--- src/rtl/mips_mc_control.sv ---
// Multicycle MIPS control unit: Moore FSM sequencing the shared datapath, with a
// memory-ready stall handshake and a retired-instruction counter.
module mips_mc_control #(
  parameter int CNT_W = 32
) (
  input  logic             CLK,
  input  logic             RST,
  input  logic [5:0]       OP,
  input  logic             MEM_RDY,
  output logic             PCWrite,
  output logic             PCWriteCond,
  output logic             IorD,
  output logic             MemRead,
  output logic             MemWrite,
  output logic             IRWrite,
  output logic             MemtoReg,
  output logic             RegDst,
  output logic             RegWrite,
  output logic             ALUSrcA,
  output logic [1:0]       ALUSrcB,
  output logic [1:0]       ALUOp,
  output logic [1:0]       PCSource,
  output logic             ILLEGAL,
  output logic [3:0]       STATE,
  output logic [CNT_W-1:0] INSTR_CNT
);

  typedef enum logic [3:0] {
    IDLE   = 4'd0,
    FETCH  = 4'd1,
    DECODE = 4'd2,
    MEMADR = 4'd3,
    MEMRD  = 4'd4,
    MEMWB  = 4'd5,
    MEMWR  = 4'd6,
    EXEC   = 4'd7,
    RWB    = 4'd8,
    BEQ    = 4'd9,
    JUMP   = 4'd10,
    ADDIEX = 4'd11,
    ADDIWB = 4'd12
  } state_t;

  localparam logic [5:0] OP_LW   = 6'b100011;
  localparam logic [5:0] OP_SW   = 6'b101011;
  localparam logic [5:0] OP_R    = 6'b000000;
  localparam logic [5:0] OP_BEQ  = 6'b000100;
  localparam logic [5:0] OP_J    = 6'b000010;
  localparam logic [5:0] OP_ADDI = 6'b001000;

  state_t state;
  state_t next;
  logic   retire;

  always_comb begin
    next   = IDLE;
    retire = 1'b0;
    case (state)
      IDLE:   next = FETCH;
      FETCH:  next = MEM_RDY ? DECODE : FETCH;
      DECODE: begin
        case (OP)
          OP_LW, OP_SW: next = MEMADR;
          OP_R:         next = EXEC;
          OP_BEQ:       next = BEQ;
          OP_J:         next = JUMP;
          OP_ADDI:      next = ADDIEX;
          default:      next = FETCH;
        endcase
      end
      MEMADR: next = (OP == OP_SW) ? MEMWR : MEMRD;
      MEMRD:  next = MEM_RDY ? MEMWB : MEMRD;
      MEMWB:  begin next = FETCH; retire = 1'b1; end
      MEMWR:  begin
        next   = MEM_RDY ? FETCH : MEMWR;
        retire = MEM_RDY;
      end
      EXEC:   next = RWB;
      RWB:    begin next = FETCH; retire = 1'b1; end
      BEQ:    begin next = FETCH; retire = 1'b1; end
      JUMP:   begin next = FETCH; retire = 1'b1; end
      ADDIEX: next = ADDIWB;
      ADDIWB: begin next = FETCH; retire = 1'b1; end
      default: next = IDLE;
    endcase
  end

  // Reset wins over a retirement landing on the same edge.
  always_ff @(posedge CLK) begin
    if (RST) begin
      state     <= IDLE;
      INSTR_CNT <= '0;
    end else begin
      state <= next;
      if (retire) INSTR_CNT <= INSTR_CNT + CNT_W'(1);
    end
  end

  assign STATE = state;

  always_comb begin
    PCWrite     = 1'b0;
    PCWriteCond = 1'b0;
    IorD        = 1'b0;
    MemRead     = 1'b0;
    MemWrite    = 1'b0;
    IRWrite     = 1'b0;
    MemtoReg    = 1'b0;
    RegDst      = 1'b0;
    RegWrite    = 1'b0;
    ALUSrcA     = 1'b0;
    ALUSrcB     = 2'b00;
    ALUOp       = 2'b00;
    PCSource    = 2'b00;
    ILLEGAL     = 1'b0;
    case (state)
      FETCH: begin
        MemRead = 1'b1;
        IRWrite = MEM_RDY;   // only latch IR / bump PC once the fetch really completes
        PCWrite = MEM_RDY;
        ALUSrcB = 2'b01;
      end
      DECODE: begin
        ALUSrcB = 2'b11;
        ILLEGAL = !(OP == OP_LW || OP == OP_SW || OP == OP_R ||
                    OP == OP_BEQ || OP == OP_J || OP == OP_ADDI);
      end
      MEMADR, ADDIEX: begin
        ALUSrcA = 1'b1;
        ALUSrcB = 2'b10;
      end
      MEMRD: begin
        MemRead = 1'b1;
        IorD    = 1'b1;
      end
      MEMWB: begin
        RegWrite = 1'b1;
        MemtoReg = 1'b1;
      end
      MEMWR: begin
        MemWrite = 1'b1;
        IorD     = 1'b1;
      end
      EXEC: begin
        ALUSrcA = 1'b1;
        ALUOp   = 2'b10;
      end
      RWB: begin
        RegWrite = 1'b1;
        RegDst   = 1'b1;
      end
      BEQ: begin
        ALUSrcA     = 1'b1;
        ALUOp       = 2'b01;
        PCWriteCond = 1'b1;
        PCSource    = 2'b01;
      end
      JUMP: begin
        PCWrite  = 1'b1;
        PCSource = 2'b10;
      end
      ADDIWB: RegWrite = 1'b1;
      default: ;
    endcase
  end

endmodule

--- config.mk ---
export PLATFORM = sky130hd
export DESIGN_NAME = mips_mc_control
export DESIGN_NICKNAME = d
export VERILOG_FILES = /design/src/rtl/mips_mc_control.sv
export SDC_FILE = /design/constraint.sdc
export NUM_CORES = 1
export LEC_CHECK = 0
export ABC_AREA = 1
export BUFFER_PORTS_ARGS = -buffer_cell sky130_fd_sc_hd__buf_2
export CAP_MARGIN = 20
export CORE_UTILIZATION = 40
export CTS_CLUSTER_DIAMETER = 80
export DETAILED_ROUTE_END_ITERATION = 8
export PLACE_DENSITY_LB_ADDON = 0.2
export RECOVER_POWER = 50
export SKIP_CTS_REPAIR_TIMING = 1
export SYNTH_ARGS = -nofsm -noshare
export SYNTH_HDL_FRONTEND = slang
export SYNTH_SLANG_ARGS = --single-unit
--- constraint.sdc ---
create_clock -name CLK -period 2.6 [get_ports CLK]
set_clock_uncertainty 0.05 [all_clocks]
set_input_delay 0 -clock CLK [delete_from_list [all_inputs] [get_ports CLK]]
set_output_delay 0 -clock CLK [all_outputs]
set_load 0.05 [all_outputs]
**After elaboration in Yosys (flattened, before gate mapping)**

Cells that the tools add are included.

- Register bits: 36
- Output and inout port bits: 53

- Eq/ne operators: 17
- Muxes and demuxes: 21
- $add $sub $neg: 1
- Reductions and logical operators: 16

Operator list:

| kind | count |
|---|---|
| $add 32x1->32 const B | 1 |
| $pmux 4 s8 | 1 |
| $eq 4x4->1 const B | 5 |
| $pmux 4 s5 | 1 |
| $eq 4x3->1 const B | 4 |
| $eq 6x6->1 const B | 2 |
| $mux 1 | 11 |
| $eq 4x2->1 const B | 2 |
| $pmux 2 s2 | 2 |
| $reduce_or 2->1 | 4 |
| $eq 6x2->1 const B | 1 |
| $eq 6x3->1 const B | 1 |
| $eq 6x4->1 const B | 1 |
| $logic_not 6->1 | 1 |
| $pmux 2 s3 | 1 |
| $reduce_or 6->1 | 1 |
| $logic_or 1x1->1 | 5 |
| $reduce_or 5->1 | 1 |
| $eq 4x1->1 const B | 1 |
| $logic_not 4->1 | 1 |
| $mux 2 | 2 |
| $pmux 1 s2 | 2 |
| $reduce_or 4->1 | 1 |
| $mux 3 | 1 |
| other kinds (2) | 2 |

**Logic depth before layout (Yosys ltp)**

- Depth in word-level cells: 8
- Gate-level depth with buffers: 10
- Depth with buffers taken out: 9

**Least setup slack after synthesis**

No wires, ideal clock.

- Kind: register -> output
- Start: register state[1] (netlist: STATE[1])
- End: output ILLEGAL
- Stages on the path, launching flop included: 5
- Data required time: 2550 ps
- Slack: 138 ps
- Arrival: 2412 ps
- Cells stage by stage: dfxtp_1 > nand2_2 > nor2_1 > inv_1 > a211oi_1

- Word-level cells in the longest chain between the ends: 2

RTL lines:

| item | line | text |
|---|---|---|
| start, declared | 51 | `state_t state;` |
| start signal, assigned | 94 | `state <= next;` |
| $eq 4x2->1 | 116 | `case (state)` |
| $mux 1 | 116 |  |
| end, declared | 23 | `output logic ILLEGAL,` |

Every way passes these cells.

**Worst setup path after layout**

- Start: register state[2] (netlist: STATE[2])
- End: register INSTR_CNT[31]

- Word-level cells in the longest chain between the ends: 3

RTL lines:

| item | line | text |
|---|---|---|
| $eq 4x4->1 or $eq 4x3->1 (tied branches) | 58 | `case (state)` |
| $reduce_or 5->1 (no line) | n/a |  |
| $pmux 1 s2 (*) | 58 |  |
| end signal, assigned | 95 | `if (retire) INSTR_CNT <= INSTR_CNT + CNT_W'(1);` |
| end, declared | 25 | `output logic [CNT_W-1:0] INSTR_CNT` |

Every way passes the cells marked *; elsewhere a longest branch is shown, timed or not.
A chain may end at the register's enable or synchronous reset.

==> out/qor.yml <==
status:
  run_status: "finished, violations left"
  violations: "negative hold slack"
detailed_routing:
  wl_per_cell_um: 11.69
  wl_um: 6233
  ant_nets: 0
  dr_wl_met3_um: 326
  vias: 2609
  vias_per_cell: 4.895
  drt-met1-wl_um: 2932
  maxUsedRoutingLayer: "met4"
  first_pass_iters: 4
  wl_met2_um: 2901
  drt_iter0_drc: 121
  post-route-drc-count: 0
critical_path:
  crit_type: "reg2reg"
  path_common_cell: "nand2_1"
  r2r_end: "INSTR_CNT[31]$_SDFFE_PP0P_"
  max_stage_delay_ps: 500
  timing.rr.start: "STATE[2]$_SDFF_PP0_"
  ff2ff_setup_slack_ps: 640
  worstPathMaxFanout: 55
  r2r.worst_path.cells: 9
  crit_slowest_cell: "nand3_4"
  worstSetupEndpointType: "flip-flop"
  worstPathCellList: "inv_2 -> nand2_4 -> nor2_8 -> nor2_4 -> nand3_4 -> nand3_1 -> nand2_1 -> nand2_1 -> nor2_1"
  required_ps: 2740
  critPathLaunchType: "flip-flop"
  cp.arrival_ps: 2100
logic_synthesis:
  synth_top_family_by_area: "simple AND/OR/NAND/NOR gates"
  syn_nets: 411
  synth.avg_cell_area_um2: 6.162
  synth-compound-area-share_pct: 4.557
  synthSimpleGateAreaFrac_pct: 53.01
  synth_cells: 401
  yosys_warnings: 0
  muxShareOfSynthArea_pct: 0
  synth_xor_area_share_pct: 0
  post_synth_num_cell_types: 30
  netlist_area_um2: 2471
  yosys_register_bits: 36
  ys_seq_area_share_pct: 29.16
  synth-adder-area-share_pct: 0.5063
clock_network:
  numCtsBuffers: 5
  cts_root_buf: "clkbuf_8"
  cts_num_sinks: 36
  cts_tree: "built"
  htree_levels: 2
  clk_pin_slew_worst_paths_ps: 80
  clock_path_buffers: 2
  insertion_delay_ps: 290
global_routing:
  grt_pass1_wl_um: 10110
  grt_remaining_overflow: 0
  grt_usage_pct: 19.83
  grt_start_max_net_pins: 56
  first_global_vias: 2245
  antenna_found_initial: 0
finish:
  synthToLayoutAreaGrowth_pct: 13.92
  antenna_cells: 0
  final_cell_mix: "114 x nand2_1, 74 x nor2_1, 53 x inv_1, 43 x clkbuf_1, 36 x dfxtp_1"
  final_nets: 468
  final_common_cell: "nand2_1"
  n_fill_cell: 664
  drive_gt1_share_pct: 13.10
  fin_cells: 533
placement:
  gp_congestion: 0.8378
  io_buffers: 61
  place_ws_ps: 659.2
  dp_cells: 526
  hpwl_um: 4629
timing:
  finalSetupViolations: 0
  finalHoldViolCount: 3
  fin_tns_setup_ps: 0
  hold-worst-slack_ps: -2.170
  relSlewSlack_pct: 45.72
  final_min_period_over_clock_period_pct: 75.32
  fin_crit_ps: 1958
  setup_ws_ps: 641.8
  slew_violations: 0
  rsz0062_at_grt: "no"
  max_freq_mhz: 510.7
  tightestPinTransition_ps: 813.3
worst_hold_path:
  min_from: "RST"
  min_path_cells: 2
  worstHoldPathType: "in2reg"
  hold_end: "INSTR_CNT[23]$_SDFFE_PP0P_"
floorplan:
  fp-row-count: 28
  core_region_area_um2: 5956
  die_area_um2: 6496
  die_h_um: 80.60
  initial_utilization_pct: 41.49
  boundaryPins: 62
  chipWidth_um: 80.60
pwr:
  leakage_nw: 1.211
  power_density_nw_per_um2: 410.3
  peakVddDrop_uv: 234.7
run:
  drv_cap: 0
==> logic make-up after synthesis <==
logic type,count (synthesis)
AND/OR/NAND/NOR,274
buffers and inverters,69
flip-flops,36
AO/OA/AOI/OAI,21
adder cells (fa/ha/maj),1
==> worst max-delay path: cells and delay by family, from the launching register on <==
kind	cells	cell delay [ps]
and+or+nand+nor	8	1250
buffers and inverters	1	80
DFF	1	460
==> registers in the layout, indices dropped and copies added, names as in the netlist <==
signal     cells
INSTR_CNT     32
STATE          4
==> stage by stage <==
step	power, mW	util, %	instance area, um^2
floorplan	0.6885	-	2471
global placement	0.7206	46.55	2773
detailed placement	0.7213	46.55	2773
CTS	1.165	48.17	2869
global route	1.195	47.27	2815
finish	1.155	47.27	2815
==> final cells by class <==
cell class	count	area, um^2	share of cell area [%]
sequential	36	720.7	25.60
inverter	58	217.7	7.733
tap	75	93.84	3.333
multi-input combinational	296	1435	50.98
clock buffer	7	96.34	3.422
timing repair buffer	61	251.5	8.933
==> per-layer routing <==
metal	global-route usage, %	up-vias
li1	-	1369
met5	0	-
met2	34.32	64
met4	5.714	0
met3	4.659	8
met1	24.16	1168
==> synth_stat cells, drive strengths merged <==
cell	count	area share (%)
ha	1	0.51
nand3	44	12
nor2	85	16
buf	9	3.6
clkbuf	2	0.30
a21oi	15	3.0
dfxtp	36	29
inv	58	8.8
a41oi	1	0.35
o21ai	3	0.61
o22ai	1	0.25
nor3	5	1.0
nand4	16	4.1
nand3b	1	0.30
and2	2	0.51
nand2	120	19
a211oi	1	0.30
and3	1	0.25
==> worst max-delay path by stage <==
stage | start | endpoint
global route | STATE[1]$_SDFF_PP0_ | INSTR_CNT[31]$_SDFFE_PP0P_
floorplan | STATE[1]$_SDFF_PP0_ | ILLEGAL
detailed placement | STATE[3]$_SDFF_PP0_ | INSTR_CNT[18]$_SDFFE_PP0P_
CTS | STATE[3]$_SDFF_PP0_ | INSTR_CNT[18]$_SDFFE_PP0P_
global placement | STATE[2]$_SDFF_PP0_ | INSTR_CNT[18]$_SDFFE_PP0P_
finish | STATE[2]$_SDFF_PP0_ | INSTR_CNT[31]$_SDFFE_PP0P_
==> power breakdown <==
part | switching, mW | internal, mW
Clock | 0.211 | 0.236
Sequential | 0.00770 | 0.554
Combinational | 0.112 | 0.0330
Note: power is estimated with default switching activity, not from simulation.
